--- config.mk ---
export PLATFORM = sky130hd
export DESIGN_NAME = multimode_ff_bank_flat
export DESIGN_NICKNAME = d
export VERILOG_FILES = /design/src/rtl/ff_pkg.sv /design/src/rtl/multimode_ff_bank_if.sv /design/src/rtl/multimode_ff_bank_btn_debounce.sv /design/src/rtl/multimode_ff_bank.sv /design/src/flat_wrapper.sv
export SDC_FILE = /design/constraint.sdc
export NUM_CORES = 1
export LEC_CHECK = 0
export CAP_MARGIN = 20
export CORE_MARGIN = 2
export CORE_UTILIZATION = 36
export CTS_BUF_LIST = sky130_fd_sc_hd__clkbuf_8
export CTS_CLUSTER_SIZE = 20
export DETAILED_ROUTE_END_ITERATION = 8
export PLACE_DENSITY = 0.58
export SLEW_MARGIN = 0
export SYNTH_ARGS = -nofsm -noshare
export SYNTH_HDL_FRONTEND = slang
export SYNTH_HIERARCHICAL = 1
export SYNTH_SLANG_ARGS = --single-unit
--- constraint.sdc ---
create_clock -name clk -period 1.2 [get_ports clk]
set_input_delay 0.24 -clock clk [delete_from_list [all_inputs] [get_ports clk]]
set_output_delay 0.24 -clock clk [all_outputs]
set_load 0.02 [all_outputs]
--- src/rtl/ff_pkg.sv ---
// Shared constants for the multimode flip-flop bank: mode encodings and the
// debounce length used when building for the board.
package ff_pkg;
  localparam logic [1:0] MODE_D  = 2'd0;
  localparam logic [1:0] MODE_JK = 2'd1;
  localparam logic [1:0] MODE_T  = 2'd2;
  localparam logic [1:0] MODE_SR = 2'd3;

  // Roughly 10-20 ms of button stability at typical board clock rates.
  localparam int BOARD_DEBOUNCE_CYCLES = 1000000;
endpackage

--- src/rtl/multimode_ff_bank_if.sv ---
// Switch/LED side of the flip-flop bank: mode and a/b in, q/notq and status out.
interface multimode_ff_bank_if #(
  parameter int WIDTH = 4
);
  logic [1:0]       mode;
  logic [WIDTH-1:0] a;
  logic [WIDTH-1:0] b;
  logic [WIDTH-1:0] q;
  logic [WIDTH-1:0] notq;
  logic             step;
  logic             sr_conflict;

  modport master (
    output mode, a, b,
    input  q, notq, step, sr_conflict
  );

  modport slave (
    input  mode, a, b,
    output q, notq, step, sr_conflict
  );
endinterface

--- src/rtl/multimode_ff_bank_btn_debounce.sv ---
// Button conditioner: two-flop synchroniser, stability counter and a one-cycle
// pulse on each accepted press (rising edge of the debounced level only).
module btn_debounce #(
  parameter int DEBOUNCE_CYCLES = 4
) (
  input  logic clk,
  input  logic reset,
  input  logic btn,
  output logic step
);
  localparam int CNT_W = $clog2(DEBOUNCE_CYCLES + 1);
  localparam logic [CNT_W-1:0] CNT_LAST = CNT_W'(DEBOUNCE_CYCLES - 1);

  logic             sync1;
  logic             btn_s;
  logic             stable;
  logic [CNT_W-1:0] cnt;
  logic             accept;

  // A level change is accepted once it has been seen for DEBOUNCE_CYCLES cycles.
  assign accept = (btn_s != stable) && (cnt == CNT_LAST);

  always_ff @(posedge clk or posedge reset) begin
    if (reset) begin
      sync1  <= 1'b0;
      btn_s  <= 1'b0;
      stable <= 1'b0;
      cnt    <= '0;
      step   <= 1'b0;
    end else begin
      sync1 <= btn;
      btn_s <= sync1;
      step  <= accept && btn_s;
      if (btn_s == stable) begin
        cnt <= '0;
      end else if (accept) begin
        stable <= btn_s;
        cnt    <= '0;
      end else begin
        cnt <= cnt + 1'b1;
      end
    end
  end
endmodule

--- src/rtl/multimode_ff_bank.sv ---
// WIDTH-bit register bank whose bits behave as D, JK, T or SR flip-flops,
// advancing one step per debounced button press on the board clock.
module multimode_ff_bank
  import ff_pkg::*;
#(
  parameter int WIDTH           = 4,
  parameter int DEBOUNCE_CYCLES = 4
) (
  input  logic                clk,
  input  logic                reset,
  input  logic                btn,
  multimode_ff_bank_if.slave  bus
);
  logic             step;
  logic [WIDTH-1:0] q_r;
  logic [WIDTH-1:0] q_next;
  logic             sr_conflict_r;

  btn_debounce #(
    .DEBOUNCE_CYCLES(DEBOUNCE_CYCLES)
  ) u_debounce (
    .clk   (clk),
    .reset (reset),
    .btn   (btn),
    .step  (step)
  );

  always_comb begin
    q_next = q_r;
    for (int i = 0; i < WIDTH; i++) begin
      case (bus.mode)
        MODE_D:  q_next[i] = bus.a[i];
        MODE_JK: begin
          case ({bus.a[i], bus.b[i]})
            2'b01:   q_next[i] = 1'b0;
            2'b10:   q_next[i] = 1'b1;
            2'b11:   q_next[i] = ~q_r[i];
            default: q_next[i] = q_r[i];
          endcase
        end
        MODE_T:  q_next[i] = bus.a[i] ? ~q_r[i] : q_r[i];
        default: begin
          // SR with both inputs high is illegal; the bit simply holds.
          case ({bus.a[i], bus.b[i]})
            2'b01:   q_next[i] = 1'b0;
            2'b10:   q_next[i] = 1'b1;
            default: q_next[i] = q_r[i];
          endcase
        end
      endcase
    end
  end

  always_ff @(posedge clk or posedge reset) begin
    if (reset) begin
      q_r           <= '0;
      sr_conflict_r <= 1'b0;
    end else if (step) begin
      q_r           <= q_next;
      sr_conflict_r <= (bus.mode == MODE_SR) && |(bus.a & bus.b);
    end
  end

  assign bus.q           = q_r;
  assign bus.notq        = ~q_r;
  assign bus.step        = step;
  assign bus.sr_conflict = sr_conflict_r;
endmodule

--- src/flat_wrapper.sv ---
// flat-port wrapper written by rule: the top's interface ports become plain ports
module multimode_ff_bank_flat import ff_pkg::*;
#(
  parameter int WIDTH           = 4,
  parameter int DEBOUNCE_CYCLES = 4
)
  (clk, reset, btn, bus_mode, bus_a, bus_b, bus_q, bus_notq, bus_step, bus_sr_conflict);
  multimode_ff_bank_if #(.WIDTH(WIDTH)) bus_i ();
  input  logic clk;
  input  logic reset;
  input  logic btn;
  input wire logic [$bits(bus_i.mode)-1:0] bus_mode;
  input wire logic [$bits(bus_i.a)-1:0] bus_a;
  input wire logic [$bits(bus_i.b)-1:0] bus_b;
  output wire logic [$bits(bus_i.q)-1:0] bus_q;
  output wire logic [$bits(bus_i.notq)-1:0] bus_notq;
  output wire logic [$bits(bus_i.step)-1:0] bus_step;
  output wire logic [$bits(bus_i.sr_conflict)-1:0] bus_sr_conflict;
  assign bus_i.mode = bus_mode;
  assign bus_i.a = bus_a;
  assign bus_i.b = bus_b;
  assign bus_q = bus_i.q;
  assign bus_notq = bus_i.notq;
  assign bus_step = bus_i.step;
  assign bus_sr_conflict = bus_i.sr_conflict;
  multimode_ff_bank #(.WIDTH(WIDTH), .DEBOUNCE_CYCLES(DEBOUNCE_CYCLES)) u_core (.clk(clk), .reset(reset), .btn(btn), .bus(bus_i));
endmodule
* Word level (Yosys, flattened, before mapping)
Cells that the tools add are included.
** Storage, ports and cells
- Register bits after elaboration :: 12
- Logic and storage cells :: 76
** Operators by class
- $add $sub $neg :: 1
- Equal/unequal tests :: 26
- Multiplexer cells :: 18
- Bitwise logic cells :: 7
- Reduce and logical (&&, ||, !) cells :: 14
** Operators with widths (count)
- one-hot mux 1 bit (3 select lines) :: 8
- == test 2 bit (second input constant) :: 10
- nonzero test 5 bit :: 4
- AND reduction 4 bit :: 4
- inequality test 4 bit (second input constant) :: 3
- == test 2 x 1 -> 1 bit (second input constant) :: 5
- inequality test 2 bit (second input constant) :: 4
- one-hot mux 1 bit (2 select lines) :: 4
- 2-to-1 mux 3 bit :: 2
- inverter 1 bit :: 5
- AND 4 bit :: 1
- 2-to-1 mux 1 bit :: 4
- inequality test 4 x 2 -> 1 bit (second input constant) :: 1
- inverter 4 bit :: 1
- OR reduction 4 bit :: 1
- adder 3 x 1 -> 3 bit (second input constant) :: 1
- == test 3 x 2 -> 1 bit (second input constant) :: 1
- logical AND 1 bit :: 3
- logical NOT 2 bit :: 1
- AND reduction 2 bit :: 1
- == test 1 bit :: 1
- inequality test 1 bit :: 1

* Longest topological paths before layout
- Depth after elaboration :: 4
- Gate-level depth with buffers :: 7

* By module
The synthesis kept the hierarchy.
** Modules (own cells, without submodules)
- multimode_ff_bank :: times used 1, cells an instance 73, area each 620.6 µm², seq. area each 125.1 µm²
- btn_debounce :: times used 1, cells an instance 16, area each 260.2 µm², seq. area each 175.2 µm²

* Least setup slack after synthesis
No wires, ideal clock.
- Path type :: input port to flip-flop
- From :: input port bus_mode[0]
- To :: register u_core.q_r[1] (netlist: u_core/bus.q[1])
- Setup time :: 0.125 ns
- Arrival time :: 1.259 ns
- Data required time :: 1.075 ns
- Slack :: -0.184 ns
- Cell stages on the path :: 6
- Path buffers :: 0
- Cell sequence :: inv_1 ha_1 nor2_4 nand2_1 o221ai_1 mux2_2
** On the way
- Longest elaborated chain between the ends :: 3
- Elaborated cells on any way between the ends :: 8
- Classes of those cells :: eq/ne: 4; mux: 1; reduce/logical: 3
** Ends and longest elaborated chain
- start: declaration :: RTL line flat_wrapper.sv:12 : input wire logic [$bits(bus_i.mode)-1:0] bus_mode;
- == test 2 x 1 -> 1 bit (tied with other cells) :: RTL line multimode_ff_bank.sv:31 : case (bus.mode)
- inequality test 4 bit (no source line) (tied with other cells)
- AND reduction 4 bit (no source line)
- end signal: assignment :: RTL line multimode_ff_bank.sv:59 : q_r <= q_next;
- end: declaration :: RTL line multimode_ff_bank.sv:15 : logic [WIDTH-1:0] q_r;
Parallel ways exist; a longest one is shown, timed or not.
A chain may end at the register's enable or synchronous reset.

* Worst setup path in the final report
- From :: register u_core.q_r[1] (netlist: u_core/bus.q[1])
- To :: register u_core.q_r[1] (netlist: u_core/bus.q[1])
** On the way
- Longest elaborated chain between the ends :: 3
- Elaborated cells on any way between the ends :: 4
- Classes of those cells :: mux: 3; bitwise: 1
** Ends and longest elaborated chain (RTL line)
- inverter 1 bit * :: multimode_ff_bank.sv:37, multimode_ff_bank.sv:41
- one-hot mux 1 bit (3 select lines) or 2-to-1 mux 1 bit (tied branches) :: multimode_ff_bank.sv:34, multimode_ff_bank.sv:41
- one-hot mux 1 bit (3 select lines) * :: multimode_ff_bank.sv:31
Every way passes the cells marked *; elsewhere a longest branch is shown, timed or not. The select of a mux whose other input is x is not followed.

==> results.toml <==
[synthesis]
async_flop_share_pct = 100.0
synthesis.area_sq_um = 880.8
yosys_warnings = 6
yosys-top-cells-area = "dfrtp_1 (34%), ha_1 (14%), inv_1 (6.4%), mux2_4 (3.4%), mux2_2 (2.6%)"
yosysTopAreaCellShare_pct = 34.09
synth.avg_cell_area_sq_um = 9.897
seq_area_frac_synth_pct = 34.09
synth_edf_count = 0
ys_dominant_reg_cell = "dfrtp_1"
yosys_register_bits = 12
cell_type_contributing_the_most_total_cell_area_after_synthesis = "dfrtp_1"
synth_common_cells = "inv_1 (15), dfrtp_1 (12), ha_1 (10), a21oi_1 (4), nor2_1 (4)"
synth.distinct_cells = 33
synthesis.nets = 112
most_numerous_cell_in_the_yosys_netlist = "inv_1"
synthesis.instances = 89

[global_route]
global_route_usage_sum_pct = 17.02
globalRouteOverflowTotal = 0
maximum_number_of_pins_on_one_net_before_global_route_repair = 8
grt_pass1_wl_mm = 3.456
first_global_vias = 795
number_of_antenna_violations_at_the_first_check_in_global_routing = 0

[sta]
transition_time_of_the_tightest_slew_check_pin_ns = 0.2777
tightest_slew_margin_relative_to_the_limit_pct = 81.49
unrepaired_setup_endpoints_after_global_routing = "yes"
final-hold-violation-count = 0
final-setup-viol-count = 3
skew_ns = 0.001023
maxSlewViolCount = 0
post-route-worst-setup-slack_ns = -0.08117
period_needed_ns = 1.281
post-route-period-util_pct = 106.8
max_freq_mhz = 780.5

[die]
fp.dieArea_sq_um = 2859
starting_density_of_the_core_pct = 39.07
top_level_ports = 23
floorplan.die.width_um = 53.47
die_y_um = 53.47
num_rows = 17
coreArea_sq_um = 2255

[clock_tree]
clk_sinks = 12
insertion_delay_ns = 0.23
path_clk_slew_ns = 0.05
h-tree-depth = 1
numCtsBuffers = 3
cts_hold_repair.buffers = 0
cts_tree = "yes"
cts.root.buffer_cell = "clkbuf_8"
cts_buffer_depth = 2
post_cts.repair.setup_buffers = 0

[critical_path]
rr_endpoint = "u_core/bus.q[1]"
internal_reg_to_reg_setup_slack_ns = -0.08
path_cells = "buf_4, and2b_1, o22ai_2, a22oi_1, mux2_4"
setup.worst_path.end = "u_core/bus.q[1]"
max_stage_delay_ns = 0.36
cpMaxStageDelayCell = "dfrtp_1"
setup.worst_path.class = "reg2reg"
worst-endpoint-required_ns = 1.32
critical_path_arrival_ns = 1.40
crit_path_start_kind = "flip-flop"
nature_of_the_critical_path_endpoint = "flip-flop"
largest_fanout_on_the_critical_path = 3
worst-r2r-cell-count = 5
launch_point_of_the_critical_path = "u_core/bus.q[1]"
critical_path.reg2reg.startpoint = "u_core/bus.q[1]"

[route]
drt_first_pass_iters = 4
wl_met2_um = 959
drt-met1-wl_um = 981
drtAntennaViolNets = 0
drt_iter0_drc = 11
routedWlPerCell_um = 13.29
route.detailed.vias_per_inst = 4.994
route.vias.total = 779
routed_wl_mm = 2.074
route.top_layer_used = "met4"
drc = 0
met3_wirelength_um = 117

[placement]
gpl.final_weighted_congestion = 0.7876
placed_cells_incl_taps = 153
placement_stage_cell_area_sq_um = 1269
port_buffers = 22
dp_slack_ns = -0.7998
place.detailed.hpwl_mm = 1.532

[min_path]
hold_path.class = "in2async"

[layout]
layout.cells.non_filler = 156
finish.instance_area_sq_um = 1379
layout-drive-gt1-share_pct = 43.75
synthToLayoutAreaGrowth_pct = 56.53
n_antenna_cell = 0
sequential_cell_area_sq_um = 301.5
fill_cells = 206
multiInputGateArea_sq_um = 623.1
nNetsFinal = 152

[power_and_ir_drop]
power_mw = 1.998
power_density_nw_per_um2 = 1449
ir_drop_uv = 1270
leakage_nw = 0.6654

[status]
violations = "setup timing"
result_of_the_run = "finished with violations"

[job]
maxCapViolations = 0
[how the worst min path moves through the flow]
stage | to | slack [ns] | depth (start not counted)
finish | u_core/bus.q[3] | 0.24 | 2
CTS | u_core/bus.q[0] | 0.25 | 2
global route | u_core/bus.q[0] | 0.29 | 2
global placement | u_core/u_debounce/btn_s | 0.34 | 0
detailed placement | u_core/u_debounce/btn_s | 0.33 | 0
floorplan | u_core/bus.q[0] | 0.02 | 1
[worst max-delay path, delay by kind of cell, from the launching register on]
family	cells	cell delay, ns
DFF	1	0.36
muxes	1	0.27
AOI/OAI and AO/OA	2	0.23
and+or+nand+nor	1	0.19
buffers and inverters	1	0.12
[report_power, final]
part / switching [mW] / total, mW / internal (mW)
sequential: 0.0899 / 0.620 / 0.530
combinational: 0.473 / 0.950 / 0.477
clock: 0.139 / 0.428 / 0.289
total: 0.702 / 2.00 / 1.30
[layout by cell type, fill, tap and decap left out, types with 4 or more instances in the layout]
| cell | Yosys | routed |
|---|---|---|
| buf_2 | 0 | 4 |
| buf_4 | 0 | 13 |
| clkbuf_8 | 0 | 4 |
| dfrtp_1 | 12 | 11 |
| dlygate4sd2_1 | 0 | 6 |
| ha_1 | 10 | 6 |
| ha_4 | 0 | 4 |
| inv_1 | 15 | 12 |
| mux2_4 | 2 | 4 |
| nor2_1 | 4 | 4 |
| o21ai_1 | 3 | 4 |
[cell type report]
| cell class | count | share of cell area, % |
|---|---|---|
| Multi-Input combinational cell | 61 | 45.19 |
| Sequential cell | 12 | 21.87 |
| Clock buffer | 4 | 3.993 |
| Tap cell | 28 | 2.541 |
| Inverter | 15 | 5.172 |
| Timing Repair Buffer | 36 | 21.23 |
[flip-flops by register name, indices dropped and copies added, names as in the netlist]
register	count
u_core/bus.sr_conflict	1
u_core/u_debounce/sync1	1
u_core/u_debounce/cnt	3
u_core/u_debounce/stable	1
u_core/u_debounce/btn_s	1
u_core/u_debounce/step	1
u_core/bus.q	4
[repair_timing]
item,CTS,global route
cloned,0,0
gates resized for setup,58,15
pin swaps,12,6
setup endpoints to repair,15,8
[layer usage]
layer	track usage, %	up-vias
li1	-	389
met1	20.83	362
met2	28.60	26
met3	3.955	2
met4	6.410	0
met5	0	-
[cells by family (layout without fill, tap and decap cells)]
family | Yosys count | in the layout | share of synthesized area (%)
buf+inv | 16 | 55 | 7.670
compound gates | 23 | 23 | 18.18
mux | 5 | 5 | 7.102
xor+xnor | 1 | 1 | 0.9945
simple gates | 22 | 22 | 17.75
flops | 12 | 12 | 34.09
fa+ha+maj | 10 | 10 | 14.20
[metrics by stage]
step,util (%),hold slack [ns],setup TNS (ns)
2_1_floorplan,-,0.01845,-0.2964
3_3_place_gp,56.27,0.3440,-3.765
3_5_place_dp,56.27,0.3347,-3.811
4_1_cts,61.04,0.2451,-0.1854
5_1_grt,61.15,0.2940,-0.3269
6_report,61.15,0.2424,-0.1102
No activity file was read; power rests on OpenSTA's default activity.
